--- src/rtl/enc_pkg.sv ---
// enc_pkg: shared code/one-hot types and the 2-to-4 decode function
package enc_pkg;
  typedef logic [1:0] code_t;
  typedef logic [3:0] onehot_t;
  function automatic onehot_t decode(input code_t c, input logic en);
    return en ? onehot_t'(onehot_t'(1) << c) : '0;
  endfunction
endpackage

--- src/rtl/decoder_fifo.sv ---
// decoder_fifo: count-tracked circular buffer holding decoded words in push order
module decoder_fifo #(
  parameter int DEPTH = 2,
  parameter int W = 4
) (
  input  logic         clk,
  input  logic         reset,
  input  logic         push,
  input  logic         pop,
  input  logic [W-1:0] din,
  output logic [W-1:0] dout,
  output logic         full,
  output logic         empty
);
  localparam int AW = $clog2(DEPTH);
  logic [W-1:0] mem [DEPTH];
  logic [AW-1:0] wr_ptr, rd_ptr;
  logic [AW:0] count;
  assign full = count == (AW+1)'(DEPTH);
  assign empty = count == '0;
  assign dout = empty ? '0 : mem[rd_ptr];
  always_ff @(posedge clk) begin
    if (push) mem[wr_ptr] <= din;
  end
  // Pointers wrap naturally since DEPTH is a power of two
  always_ff @(posedge clk) begin
    if (reset) begin
      wr_ptr <= '0;
      rd_ptr <= '0;
      count <= '0;
    end else begin
      if (push) wr_ptr <= wr_ptr + AW'(1);
      if (pop) rd_ptr <= rd_ptr + AW'(1);
      count <= count + {{AW{1'b0}}, push} - {{AW{1'b0}}, pop};
    end
  end
endmodule

--- src/rtl/decoder_2to4_stream.sv ---
// decoder_2to4_stream: decodes 2-bit codes to one-hot words behind a ready/valid FIFO
module decoder_2to4_stream
  import enc_pkg::*;
#(
  parameter int DEPTH = 2,
  parameter int CNT_W = 16
) (
  input  logic             clk,
  input  logic             reset,
  input  logic             in_valid,
  output logic             in_ready,
  input  logic [1:0]       data_in,
  input  logic             in_en,
  output logic             out_valid,
  input  logic             out_ready,
  output logic [3:0]       data_out,
  output logic [CNT_W-1:0] sym_count
);
  logic full, empty, push, pop;
  // Reset gates both handshakes so no transfer lands on a reset edge
  assign in_ready = !reset && !full;
  assign push = in_valid && in_ready;
  assign out_valid = !empty;
  assign pop = out_valid && out_ready && !reset;
  decoder_fifo #(.DEPTH(DEPTH), .W(4)) fifo (
    .clk(clk),
    .reset(reset),
    .push(push),
    .pop(pop),
    .din(decode(code_t'(data_in), in_en)),
    .dout(data_out),
    .full(full),
    .empty(empty)
  );
  always_ff @(posedge clk) begin
    if (reset) sym_count <= '0;
    else if (pop) sym_count <= sym_count + CNT_W'(1);
  end
endmodule

--- config.mk ---
export PLATFORM = sky130hd
export DESIGN_NAME = decoder_2to4_stream
export DESIGN_NICKNAME = d
export VERILOG_FILES = /design/src/rtl/enc_pkg.sv /design/src/rtl/decoder_fifo.sv /design/src/rtl/decoder_2to4_stream.sv
export SDC_FILE = /design/constraint.sdc
export NUM_CORES = 1
export LEC_CHECK = 0
export BUFFER_PORTS_ARGS = -buffer_cell sky130_fd_sc_hd__buf_2
export CAP_MARGIN = 10
export CORE_MARGIN = 2
export CORE_UTILIZATION = 45
export CTS_CLUSTER_DIAMETER = 120
export DETAILED_ROUTE_END_ITERATION = 8
export HOLD_SLACK_MARGIN = 0.12
export PLACE_DENSITY = 0.69
export RECOVER_POWER = 100
export REMOVE_ABC_BUFFERS = 1
export SLEW_MARGIN = 15
export SYNTH_ARGS = -nofsm -noshare
export SYNTH_HDL_FRONTEND = slang
export SYNTH_HIERARCHICAL = 1
export SYNTH_SLANG_ARGS = --single-unit
--- constraint.sdc ---
create_clock -name clk -period 3.3 [get_ports clk]
set_clock_uncertainty 0.05 [all_clocks]
set_input_delay 0.165 -clock clk [delete_from_list [all_inputs] [get_ports clk]]
set_output_delay 0.165 -clock clk [all_outputs]
set_load 0.01 [all_outputs]
==> flow_summary.ini <==
[worst_setup_path]
crit_slowest_cell = nor2_1
crit_path_end_kind = flop
cp_num_cells = 8
path_class = flop to flop
arrival_ns = 2.17
cp.required_ns = 3.45
cp.buffers_inverters = 1
cp_top_family = simple AND/OR/NAND/NOR gates
worstPathCellList = nor2_1, nor2b_1, nor2b_1, ha_1, inv_1, ha_1, xnor3_1, nor2_1
crit_fanout = 8
cpPeakStageDelay_ns = 0.39
reg2reg_depth = 8
cp-start-kind = flop

[die]
core_area_sq_mm = 0.00273
die_h_microns = 57.6
dieArea_sq_mm = 0.00332
initial_core_util_pct = 47.3
die_x_microns = 57.6
row_count = 19
pin_count = 29

[pwr]
leakage_uw = 0.000562
ir_drop_mv = 0.478
p_per_area_mw_per_mm2 = 489

[final_layout]
nNetsFinal = 169
syn2layout_area_growth_pct = 14.4
layout-drive-gt1-share_pct = 8.13
layout_common_cells = 24 x nor2_1, 24 x clkbuf_1, 21 x dfxtp_1
final_util_pct = 54.1
fill_cells = 272
diodes = 0

[clocking]
cts_setup_buffers = 0
htreeDepth = 2
cts.clk_slew.worst_paths_ns = 0.09
cts-buffers-inserted = 5
clkSinkCount = 29
post_cts_resized = 0
tritoncts = yes
clock_latency_ns = 0.32
cts_buffer_depth = 2
cts-root-buf = clkbuf_4

[timing]
relSlewSlack_pct = 68.8
rsz0062_at_grt = no
finalSetupViolCount = 0
drv_slew = 0
finalHoldViolations = 0
min_period_ns = 2.03
fin_crit_sh_pct = 61.4
timing.fmax_mhz = 494
tns_ns = 0
tightest_slew_ns = 0.466

[place]
portBuffers = 28
place.gp.congestion = 0.772
post-dp-hpwl_mm = 1.62

[yosys]
synth.distinct_cells = 31
syn-cell-area_sq_mm = 0.00129
yosysTopAreaCell = dfxtp_1
syn_inst = 126
synth_seq_cells = 29
synth.area.top_cells = dfxtp_1 33%, edfxtp_1 19%, nor2_1 7.0%, xor2_1 6.8%, mux2i_1 3.9%
synth_top_area_share_pct = 32.5
ys_warn_count = 6
ys_seq_area_share_pct = 51.1
postSynthAreaPerCell_sq_um = 10.3

[grt]
use_met2_pct = 26.1
track_usage_pct = 15.3
globalRouteMet3Util_pct = 7.48
grt_use_met1_pct = 15.9
grt.busiest_layer = met2
antenna_found_initial = 0
grt_max_degree = 25
grt_pass1_wl_mm = 3.79
overflow = 0
grt_pass1_vias = 912

[flow_run]
maxCapViolCount = 0

[worst_hold_path]
hold_path_class = input port to flop
hold_depth = 2

[drt]
firstDrtPassIters = 4
drc = 0
dr.first_iter.drc_count = 30
route.vias.total = 978
wl_mm = 2.25
drtAntennaViolNets = 0
post_drt_wl_per_cell_microns = 11.8
viasPerCell = 5.12

[run_status]
status = finished, final reports clean
-- metal layers --
layer  vias up  part of all wire (%)
met2        30                    52
met4         0                   1.6
li1        493                     -
met3         4                   5.8
met1       451                    41
met5         -                     0
-- synth_stat cells --
master and number:
nand4_1 4, nor3b_1 1, dfxtp_1 21, xnor2_1 3, nor2b_1 6, nand3_1 3, and3_1 2, and3b_1 1
mux2i_1 5, nand4_4 1, ha_1 3, nand3_2 1, a21oi_1 3, and2_4 1, clkbuf_2 1, edfxtp_1 8
and4_1 1, clkbuf_1 1, xnor3_1 1, nand2_1 6, nor3_1 1, or3_1 3, o21ai_0 3, inv_1 4
xor2_1 10, and2_1 2, buf_1 1, mux2_1 1, buf_4 2, and4b_1 2, nor2_1 24
-- metrics by stage --
step | std cells | hold WS [ns] | setup slack [ns] | instance area (sq um) | power [uW]
detailed placement | 180 | 0.449 | 1.29 | 1440 | 536
global route | 191 | 0.161 | 1.08 | 1480 | 769
finish | 191 | 0.183 | 1.27 | 1480 | 723
CTS | 191 | 0.152 | 1.25 | 1530 | 744
floorplan | 121 | 0.184 | 1.55 | 1260 | 491
global placement | 180 | 0.430 | 1.39 | 1440 | 531
-- power by group --
part	leakage (uW)	internal [uW]	switching, uW	total [uW]
Sequential	0.000245	386	15.1	401
Clock	0.0000310	80.1	121	201
Combinational	0.000286	54.7	66.5	121
-- final timing paths --
| check | end | start | slack (ns) |
|---|---|---|---|
| worst max register to register | fifo/count[1]$_SDFF_PP0_ | fifo/count[0]$_SDFF_PP0_ | 1.27 |
| worst min-delay path | fifo/mem[0][3]$_DFFE_PP_ | in_en | 0.18 |
| worst max-delay path | fifo/count[1]$_SDFF_PP0_ | fifo/count[0]$_SDFF_PP0_ | 1.27 |
| worst min register to register | sym_count[13]$_SDFFE_PP0P_ | sym_count[13]$_SDFFE_PP0P_ | 0.46 |
-- layout make-up --
| type | instances | area, sq um | area share, % |
|---|---|---|---|
| Clock inverter | 3 | 17.5 | 1.18 |
| Tap cell | 31 | 38.8 | 2.62 |
| Sequential cell | 29 | 661 | 44.7 |
| Inverter | 4 | 15.0 | 1.02 |
| Timing Repair Buffer | 31 | 140 | 9.48 |
| Clock buffer | 5 | 37.5 | 2.54 |
| Multi-Input combinational cell | 88 | 569 | 38.5 |
-- registers in the layout (all words and copies together) (netlist names), named ones only --
register and cells:
fifo/count 2, fifo/mem 8, fifo/rd_ptr 1, fifo/wr_ptr 1
sym_count 16
-- repair_timing --
action,CTS,global route
hold buffers,3,0
endpoints found under the setup margin,0,0
endpoints found under the hold margin,4,0
-- cells by family (layout without fill, tap and decap cells) --
family / after synthesis / count (layout) / synth area share [%]
flip-flops: 29 / 29 / 51.1
adder cells (fa/ha/maj): 3 / 3 / 2.90
multiplexers: 6 / 6 / 4.74
XOR/XNOR: 14 / 14 / 10.6
AO/OA/AOI/OAI: 6 / 6 / 2.32
AND/OR/NAND/NOR: 59 / 59 / 25.1
buffers and inverters: 9 / 43 / 3.29
-- worst reg2reg max path, cell delays in order (launching register included) --
cell     delay [ns]
dfxtp_1        0.34
nor2_1         0.39
nor2b_1        0.20
nor2b_1        0.20
ha_1           0.30
inv_1          0.04
ha_1           0.17
xnor3_1        0.19
nor2_1         0.04
Power figures use the tool's default switching activity.
